$ cat config.mk
export PLATFORM = sky130hd
export DESIGN_NAME = shift_unit
export DESIGN_NICKNAME = d
export VERILOG_FILES = /design/src/rtl/shift_unit.sv
export SDC_FILE = /design/constraint.sdc
export NUM_CORES = 1
export LEC_CHECK = 0
export ABC_AREA = 1
export BUFFER_PORTS_ARGS = -buffer_cell sky130_fd_sc_hd__clkbuf_2
export CORE_ASPECT_RATIO = 0.75
export CORE_UTILIZATION = 40
export DETAILED_ROUTE_END_ITERATION = 8
export SLEW_MARGIN = 20
export SYNTH_ARGS = -nofsm -noshare
export SYNTH_HDL_FRONTEND = slang
export SYNTH_SLANG_ARGS = --single-unit
export TNS_END_PERCENT = 100
$ cat constraint.sdc
create_clock -name clk -period 1.2 [get_ports clk]
set_input_delay 0.12 -clock clk [delete_from_list [all_inputs] [get_ports clk]]
set_output_delay 0.12 -clock clk [all_outputs]
set_load 0.05 [all_outputs]
$ cat src/rtl/shift_unit.sv
// Multi-bit shift/rotate unit: one start request runs load, shift or rotate by a
// programmable amount, one bit position per clock, with a busy/done handshake.
module shift_unit #(
    parameter int WIDTH = 8,
    parameter int AMT_W = 3
) (
    input  logic             clk,
    input  logic             rst,
    input  logic             start,
    input  logic [2:0]       op,
    input  logic [AMT_W-1:0] amount,
    input  logic [WIDTH-1:0] in_value,
    output logic [WIDTH-1:0] value,
    output logic             carry,
    output logic             busy,
    output logic             done
);

    typedef enum logic [1:0] {
        IDLE,
        SHIFT,
        FINISH
    } state_t;

    typedef enum logic [2:0] {
        OP_LOAD = 3'd0,
        OP_SLL  = 3'd1,
        OP_SRL  = 3'd2,
        OP_SRA  = 3'd3,
        OP_ROL  = 3'd4,
        OP_ROR  = 3'd5,
        OP_RSV6 = 3'd6,
        OP_RSV7 = 3'd7
    } op_t;

    state_t           state;
    op_t              op_q;
    logic [AMT_W-1:0] count;
    logic [WIDTH-1:0] data;
    logic             out_bit;
    logic [WIDTH:0]   stepped;   // {bit moved out, next register value}

    always_comb begin
        stepped = {1'b0, data};
        case (op_q)
            OP_SLL:  stepped = {data[WIDTH-1], data[WIDTH-2:0], 1'b0};
            OP_SRL:  stepped = {data[0], 1'b0, data[WIDTH-1:1]};
            OP_SRA:  stepped = {data[0], data[WIDTH-1], data[WIDTH-1:1]};
            OP_ROL:  stepped = {data[WIDTH-1], data[WIDTH-2:0], data[WIDTH-1]};
            OP_ROR:  stepped = {data[0], data[0], data[WIDTH-1:1]};
            default: stepped = {1'b0, data};
        endcase
    end

    assign busy = (state != IDLE);

    always_ff @(posedge clk) begin
        if (rst) begin
            state   <= IDLE;
            op_q    <= OP_LOAD;
            count   <= '0;
            data    <= '0;
            out_bit <= 1'b0;
            value   <= '0;
            carry   <= 1'b0;
            done    <= 1'b0;
        end else begin
            done <= 1'b0;
            case (state)
                IDLE: begin
                    if (start) begin
                        op_q    <= op_t'(op);
                        count   <= amount;
                        out_bit <= 1'b0;
                        if (op_t'(op) == OP_LOAD) begin
                            data  <= in_value;
                            state <= FINISH;
                        end else if (amount == '0 || op[2:1] == 2'b11) begin
                            state <= FINISH;
                        end else begin
                            state <= SHIFT;
                        end
                    end
                end
                SHIFT: begin
                    data    <= stepped[WIDTH-1:0];
                    out_bit <= stepped[WIDTH];
                    count   <= count - AMT_W'(1);
                    if (count == AMT_W'(1)) state <= FINISH;
                end
                FINISH: begin
                    value <= data;
                    carry <= out_bit;
                    done  <= 1'b1;
                    state <= IDLE;
                end
                default: state <= IDLE;
            endcase
        end
    end

endmodule

# Word-level counts from Yosys, hierarchy flattened
# Index checks and enable logic that the tools add are counted.
dict set report totals {
  ff_bits 27
  input_bits 17
  output_inout_bits 11
  word_cells 50
}
dict set report classes {
  add_sub_neg 1
  eq_ne 15
  muxes 14
  n_reduce_logical 11
}
# operator n
set ops {}
lappend ops {{one-hot mux 9 bit (5 select lines)} 1}
lappend ops {{two-way mux 8 bit} 2}
lappend ops {{one-hot mux 8 bit (2 select lines)} 1}
lappend ops {{two-way mux 2 bit} 4}
lappend ops {{inequality test 2 bit, second input constant} 4}
lappend ops {{== test 3 x 1 -> 1 bit, second input constant} 2}
lappend ops {{== test 3 x 2 -> 1 bit, second input constant} 2}
lappend ops {{== test 3 bit, second input constant} 2}
lappend ops {{zero test 3 bit} 2}
lappend ops {{inequality test 6 x 1 -> 1 bit, second input constant} 1}
lappend ops {{one-hot mux 3 bit (2 select lines)} 1}
lappend ops {{AND reduction 2 bit} 3}
lappend ops {{inequality test 5 x 1 -> 1 bit, second input constant} 1}
lappend ops {{AND reduction 5 bit} 1}
lappend ops {{== test 2 bit, second input constant} 2}
lappend ops {{one-hot mux 2 bit (2 select lines)} 1}
lappend ops {{AND reduction 4 bit} 1}
lappend ops {{nonzero test 2 bit} 2}
lappend ops {{two-way mux 3 bit} 1}
lappend ops {{subtractor 3 x 1 -> 3 bit, second input constant} 1}
lappend ops {{== test 2 x 1 -> 1 bit, second input constant} 1}
lappend ops {{zero test 2 bit} 1}
lappend ops {{two-way mux 1 bit} 2}
lappend ops {{one-hot mux 1 bit (2 select lines)} 1}
lappend ops {{logical OR 1 bit} 1}

# Depth between registers and ports, before layout
# Gate-level depths: netlist (run 1).
dict set report depth {
  depth_word 6
  depth_mapped 9
  ltp_nobuf 9
}

# Least setup slack after synthesis (run 1)
# OpenSTA, ideal clock, no wires.
dict set report synth_path {
  kind {reg-to-reg}
  start {register op_q[1]}
  end {register data[1]}
  setup_time_ps 64
  arrival_ps 1180
  required_time_ps 1136
  setup_slack_ps -43
  stages_incl_launch_ff 8
  n_path_buf 0
  synth_period_minus_slack_ps 1243
  path_cell_list {dfxtp_1 > inv_1 > ha_1 > nand2_1 > nand2_1 > a21oi_1 > nor2_1 > nor2_1}
}
dict set report synth_via {
  elab_chain_len 3
  word_cells_on_any_way 9
  cone_classes {6 x eq/ne; 2 x mux; 1 x reduce/logical}
}
# element line
set synth_rtl {}
lappend synth_rtl {{from (decl)} 37} ;# op_t op_q;
lappend synth_rtl {{from (signal assigned)} 72} ;# op_q <= op_t'(op);
lappend synth_rtl {{== test 3 bit (tied with other cells)} 45} ;# case (op_q)
lappend synth_rtl {{one-hot mux 9 bit (5 select lines) / inequality test 6 x 1 -> 1 bit (equally long branches)} --}
lappend synth_rtl {{one-hot mux 8 bit (2 select lines) / AND reduction 4 bit (equally long branches)} --}
lappend synth_rtl {{to (signal assigned)} 76} ;# data <= in_value;
lappend synth_rtl {{to (signal assigned)} 86} ;# data <= stepped[WIDTH-1:0];
lappend synth_rtl {{to (decl)} 39} ;# logic [WIDTH-1:0] data;
# Parallel ways exist; a longest one is shown, timed or not.
# A chain may end at the register's enable or synchronous reset.

# Worst setup path in the final report (run 1)
dict set report layout_path {
  start {register state[1]}
  end {register data[6]}
}
dict set report layout_via {
  elab_chain_len 3
  word_cells_on_any_way 8
  cone_classes {4 x eq/ne; 1 x mux; 3 x reduce/logical}
}
# element line
set layout_rtl {}
lappend layout_rtl {{from (decl)} 36} ;# state_t state;
lappend layout_rtl {{from (signal assigned)} 59} ;# state <= IDLE;
lappend layout_rtl {{from (signal assigned)} 77} ;# state <= FINISH;
lappend layout_rtl {{from (signal assigned)} 79} ;# state <= FINISH;
lappend layout_rtl {{== test 2 x 1 -> 1 bit / zero test 2 bit (equally long branches)} 69} ;# case (state)
lappend layout_rtl {{inequality test 6 x 1 -> 1 bit (no source line) (tied with other cells)} --}
lappend layout_rtl {{AND reduction 4 bit (no source line)} --}
# Parallel ways exist; a longest one is shown, timed or not.

==> impl_results.md, run 1 <==
- Crit-path max FO: 7
- Number of max-cap violations: 0
- P&R area growth vs syn: 41.4%
- Vias per cell: a little under 5
- Number of DRC markers in iteration 0: 80
- Cell with the most instances after synthesis: nand2_1
- Final Power: 0.00257 W
- Clock skew: roughly 5.6 ps
- Cell count along the critical path: 7
- Yosys top cell by area: dfxtp_1
- Residual DRC: 0
- Non-Filler Cell Area, Final: ~0.0021 mm2
- HP Class: primary input to flop
- Core area: 0.00338 mm2
- Failing checks: setup timing
- Clk_lat worst skew: 280 ps
- Post-Syn Instances: roughly 210
- Avg Inst Size Synth: 6.82 um2
- Worst-margin pin slew: roughly 280 ps
- Worst slew margin: around four fifths
- Crit path buffers/inverters: 1
- Reg2Reg Depth: 7
- Number of diodes: 0
- GRT overflow: 0
- Clock Sinks: 27
- Post-synthesis cell type count: 28
- Top delay family on crit path: simple AND/OR/NAND/NOR gates
- Share of layout cells above drive strength 1: roughly 41%
- Site Rows: 18
- GRT Total Usage: between 20% and 30%
- CTS H-tree depth: 1
- Worst EP required: around 1400 ps
- Post-synthesis sequential area ratio: a little under two fifths
- Mapped Area: 0.00146 mm2
- Setup crit end kind: flop
- Main synth FF type: dfxtp_1
- Final Cycle Share: 103%
- CTS tree: built
- Antenna violations before repair: 0
- Wire per inst: ~12 um
- Final hold violations: 0
- Yosys top cell area share: 37.0%
- Largest cells by area after synthesis: dfxtp_1 (37%), nand2_1 (16%), a21oi_1 (6.9%)
- Synth Register Bits: 27
- Post-synth EDFFs: 0
- Synth top cells by count: nand2_1 (63), dfxtp_1 (27), nor2_1 (26), a21oi_1 (20), inv_1 (20)
- CP arrival: 1410 ps
- Hold-critical path depth: 2
- Minimum clock period: approximately 1200 ps
- Syn nets: around 230
- Critical path class: flop to flop
- CP dominant cell by count: nand2_1
- Place WS: -126 ps
- Fillcell total: 320
- Unrepaired setup endpoints after global routing: yes
- WL final: around 3600 um
- DIE WIDTH: 71.7 um
- Async SR Flop Fraction: 0%
- Final ANT Viol Nets: 0
- Port Buffers: 27
- Yosys Warn Count: 0
- Largest net degree at the start of global routing: 18
- Status: complete, but fails checks
- Leakage: roughly 0.93 nW
- Vias in the first global route: 1,293
- Slowest stage delay, CP: 380 ps
- Root buffer cell: clkbuf_8
- Worst path slowest cell: dfxtp_4
- Final slew viol count: 0
- I/O pins: 28
- Startpoint class of the critical path: flop
- Fmax: 811 MHz
- Gp weighted congestion: slightly below 0.9
- First-pass GRT wire length: around 6000 um
- Via count: about 1,500
- First-pass detailed-route iteration total: 4
- TritonCTS Buffers: 3
- Clock transition at the registers of the reported paths: 100 ps
- Worst Setup Slack, final: -33.3 ps
- Cell chain of the critical path: buf_12, nor2_8, nand4_4, nand2_4, nand2_1, nand2_1, nor2_1
- Worst IR drop on VDD: 889 uV
- Layout Nets: 285
- Initial core utilization: 43.2%
- Pwr dens: 1250 mW/mm2
- Die Y: approximately 54 um
- Clock buffer depth: 2
- Final HPWL DP: around 2600 um
- Final setup vio count: 7
- DIE AREA: 0.00390 mm2
- Placed cell areas: between 0.0015 and 0.002 mm2
[timing repair]
item	CTS	global route
endpoints found under the hold margin	0	0
setup buffers	1	0
hold buffers	0	0
pin swaps	15	11
resized for setup	32	18
endpoints found under the setup margin	14	16
[worst paths after layout]
check            from        to  slack, ps
max reg2reg  state[1]   data[6]        -30
max          state[1]   data[6]        -30
min               rst  state[0]         20
min reg2reg   out_bit   out_bit        470
[sequential cells by signal (all words and copies together), names as in the netlist]
register and flops:
carry 1, count 3, data 8, done 1
op_q 3, out_bit 1, state 2, value 8
[layer usage]
metal  routed length, um  track usage (%)
met1                2010             29.9
met2                1450             31.3
met3                 115             4.60
met4                  12             2.94
met5                   0                0
[cell families after synthesis]
family                     share of synthesized area [%]
AOI/OAI and AO/OA                                   16.5
adders and majority gates                           2.57
buffers and inverters                               9.26
DFF                                                 37.0
and+or+nand+nor                                     34.6
[report_power, final]
group / internal (W) / leakage, nW / switching (W)
Clock: 0.000236 / 0.0217 / 0.000297
Combinational: 0.000384 / 0.684 / 0.000578
Sequential: 0.000994 / 0.224 / 0.0000845
Total: 0.00161 / 0.930 / 0.000959
[worst reg2reg max path, cell delays in order (launching register included)]
cell and delay [ps]:
dfxtp_4 380, buf_12 130, nor2_8 130, nand4_4 170, nand2_4 170, nand2_1 70
nand2_1 60, nor2_1 40
[layout by cell type, fill, tap and decap left out, types with 2 or more instances in the layout]
cell type / instances
ha_1: 2
nand3_2: 6
a21oi_1: 13
buf_6: 2
nand2_1: 51
dfxtp_4: 2
nor2_1: 24
buf_4: 18
nor2_4: 2
a21oi_2: 9
nand3_1: 7
inv_4: 3
dfxtp_2: 4
a21oi_4: 2
clkbuf_2: 26
o211ai_1: 2
clkbuf_8: 3
inv_2: 5
buf_12: 4
nand2_2: 9
nand4_1: 2
nor2_2: 2
inv_1: 17
nand2_4: 4
dfxtp_1: 21
o21ai_0: 13
[final cells by class]
cell class / count / area [um2] / area share [%]
Tap cell: 40 / 50.0 / 2.43
Clock buffer: 3 / 41.3 / 2.00
Clock inverter: 1 / 7.51 / 0.364
Timing Repair Buffer: 51 / 383 / 18.6
Sequential cell: 27 / 553 / 26.8
Inverter: 25 / 101 / 4.91
Multi-Input combinational cell: 157 / 927 / 44.9
[metrics by stage]
step	hold slack [ps]	setup TNS, ps	util (%)	cells
after global routing	17.6	-906	61.1	304
after floorplan	175	0	-	214
after detailed placement	325	-836	54.2	299
after global placement	328	-471	54.2	299
after CTS	21.0	-144	59.3	304
final	24.7	-177	61.1	304
No activity file was read; power rests on OpenSTA's default activity.
==> run 2, diff against run 1 <==
- BUFFER_PORTS_ARGS: -buffer_cell sky130_fd_sc_hd__clkbuf_2 -> unset
- DONT_BUFFER_PORTS: unset -> 1
==> impl_results.md, run 2 (same netlist as run 1, synthesis figures left out) <==
- Final Cycle Share: 106%
- Number of max-cap violations: 0
- GRT Total Usage: between 20% and 30%
- Final setup vio count: 8
- Worst Setup Slack, final: -69.4 ps
- Antenna violations before repair: 0
- DIE AREA: 0.00390 mm2
- Die Y: approximately 54 um
- Largest net degree at the start of global routing: 17
- Startpoint class of the critical path: flop
- Crit-path max FO: 8
- Fmax: between 700 and 800 MHz
- Port Buffers: 0
- Worst EP required: around 1400 ps
- P&R area growth vs syn: 29.7%
- Critical path class: flop to flop
- Pwr dens: 1310 mW/mm2
- Via count: about 1,400
- Number of DRC markers in iteration 0: 58
- Vias in the first global route: around 1,300
- Worst IR drop on VDD: approximately 490 uV
- Clk_lat worst skew: about 270 ps
- Final slew viol count: 0
- Initial core utilization: between 40% and 50%
- Hold WS: 44.6 ps
- Wire per inst: 12.7 um
- Failing checks: setup timing
- Fillcell total: 326
- Clock transition at the registers of the reported paths: around 90 ps
- Unrepaired setup endpoints after global routing: yes
- Cell chain of the critical path: buf_4, nand2_1, nand4_4, buf_4, nand3_1, nor2_1, nor2_1
- Core area: 0.00338 mm2
- Final hold violations: 0
- Non-filler cells, final: between 200 and 300
- Worst-margin pin slew: between 400 and 500 ps
- Most frequent cells in the layout: nand2_1 (55), nor2_1 (25), buf_4 (25), dfxtp_1 (21), a21oi_1 (18)
- CP arrival: roughly 1500 ps
- Residual DRC: 0
- Setup crit end kind: flop
- Clock buffer depth: 2
- HP Class: primary input to flop
- Leakage: around 0.83 nW
- First-pass GRT wire length: between 5000 and 6000 um
- Non-Filler Cell Area, Final: around 0.0019 mm2
- CTS tree: built
- TritonCTS Buffers: 3
- Gp weighted congestion: between 0.8 and 0.9
- Final HPWL DP: around 2500 um
- Inst Count DP: approximately 280
- R2R Setup Slk: -70 ps
- Most common cell after layout, fill and taps aside: nand2_1
- CTS H-tree depth: 1
- Status: complete, but fails checks
- Share of layout cells above drive strength 1: roughly 30%
- Seq. cell area: approximately 550 um2
- Clock Sinks: 27
- Worst slew margin: between 60 and 70%
- WL final: 3610 um
- Minimum clock period: approximately 1300 ps
- Clock skew: approximately 1.7 ps
- GRT overflow: 0
- Vias per cell: approximately 5.0
- Number of diodes: 0
- Worst path slowest cell: dfxtp_2
- Slowest stage delay, CP: ~400 ps
- Root buffer cell: clkbuf_8
- Largest registers: data (8), value (8)
- Total negative slack: -299 ps
- Placed cell areas: ~0.0017 mm2
- First-pass detailed-route iteration total: 4
- Site Rows: 18
- Final ANT Viol Nets: 0
- DIE WIDTH: a little over 70 um
- Multi-input gate area: roughly 870 um2
- Crit path buffers/inverters: 2
- Layout Nets: 264
- I/O pins: 28
- Top delay family on crit path: simple AND/OR/NAND/NOR gates
==> run 2: changes by cell type in the layout (fill, tap and decap cells not counted), moves of 2 or more <==
cell,change
nand2_2,-4
nand3_1,+5
a21oi_2,-5
dlygate4sd3_1,+2
buf_6,-2
buf_4,+7
nand3_2,-5
nand2_1,+4
a21oi_1,+5
clkbuf_2,-26
==> run 2: metrics by stage <==
stage / util, % / setup slack (ps) / power (W)
floorplan: - / 14.6 / 0.00161
global placement: 50.7 / -56.9 / 0.00187
detailed placement: 50.7 / -70.6 / 0.00187
CTS: 54.2 / -33.0 / 0.00244
global route: 56.0 / -120 / 0.00265
finish: 56.0 / -69.4 / 0.00248
==> run 2: final cells by class <==
| cell class | count | area share [%] |
|---|---|---|
| clock buffer | 3 | 2.18 |
| clock inverter | 1 | 0.397 |
| inverter | 25 | 5.36 |
| multi-input combinational | 157 | 46.2 |
| sequential | 27 | 29.1 |
| tap | 40 | 2.65 |
| timing repair buffer | 30 | 14.2 |
==> run 2: repair_timing <==
action | 4_1_cts | 5_1_grt
hold endpoints to repair | 4 | 0
pin swaps | 3 | 4
resized for setup | 15 | 15
setup endpoints to repair | 13 | 18
setup buffers | 0 | 1
hold buffers | 2 | 0
==> run 2: power by group <==
group          internal (W)  leakage, nW  switching [W]  total, W
sequential         0.000994        0.224      0.0000911   0.00109
clock              0.000236       0.0217       0.000292  0.000528
combinational      0.000339        0.580       0.000530  0.000869
total               0.00157        0.825       0.000913   0.00248
==> run 2: layer usage <==
layer	part of all wire (%)	track usage (%)	vias up
met2	42	29.4	39
li1	-	-	742
met1	51	29.8	624
met3	6.1	4.97	4
met5	0	0	-
met4	0.78	3.92	0
==> run 2: final timing paths <==
path / end / start / depth (start not counted)
worst max-delay path: data[6] / op_q[2] / 7
worst min-delay path: op_q[0] / op[0] / 2
worst max register to register: data[6] / op_q[2] / 7
worst min register to register: out_bit / out_bit / 2
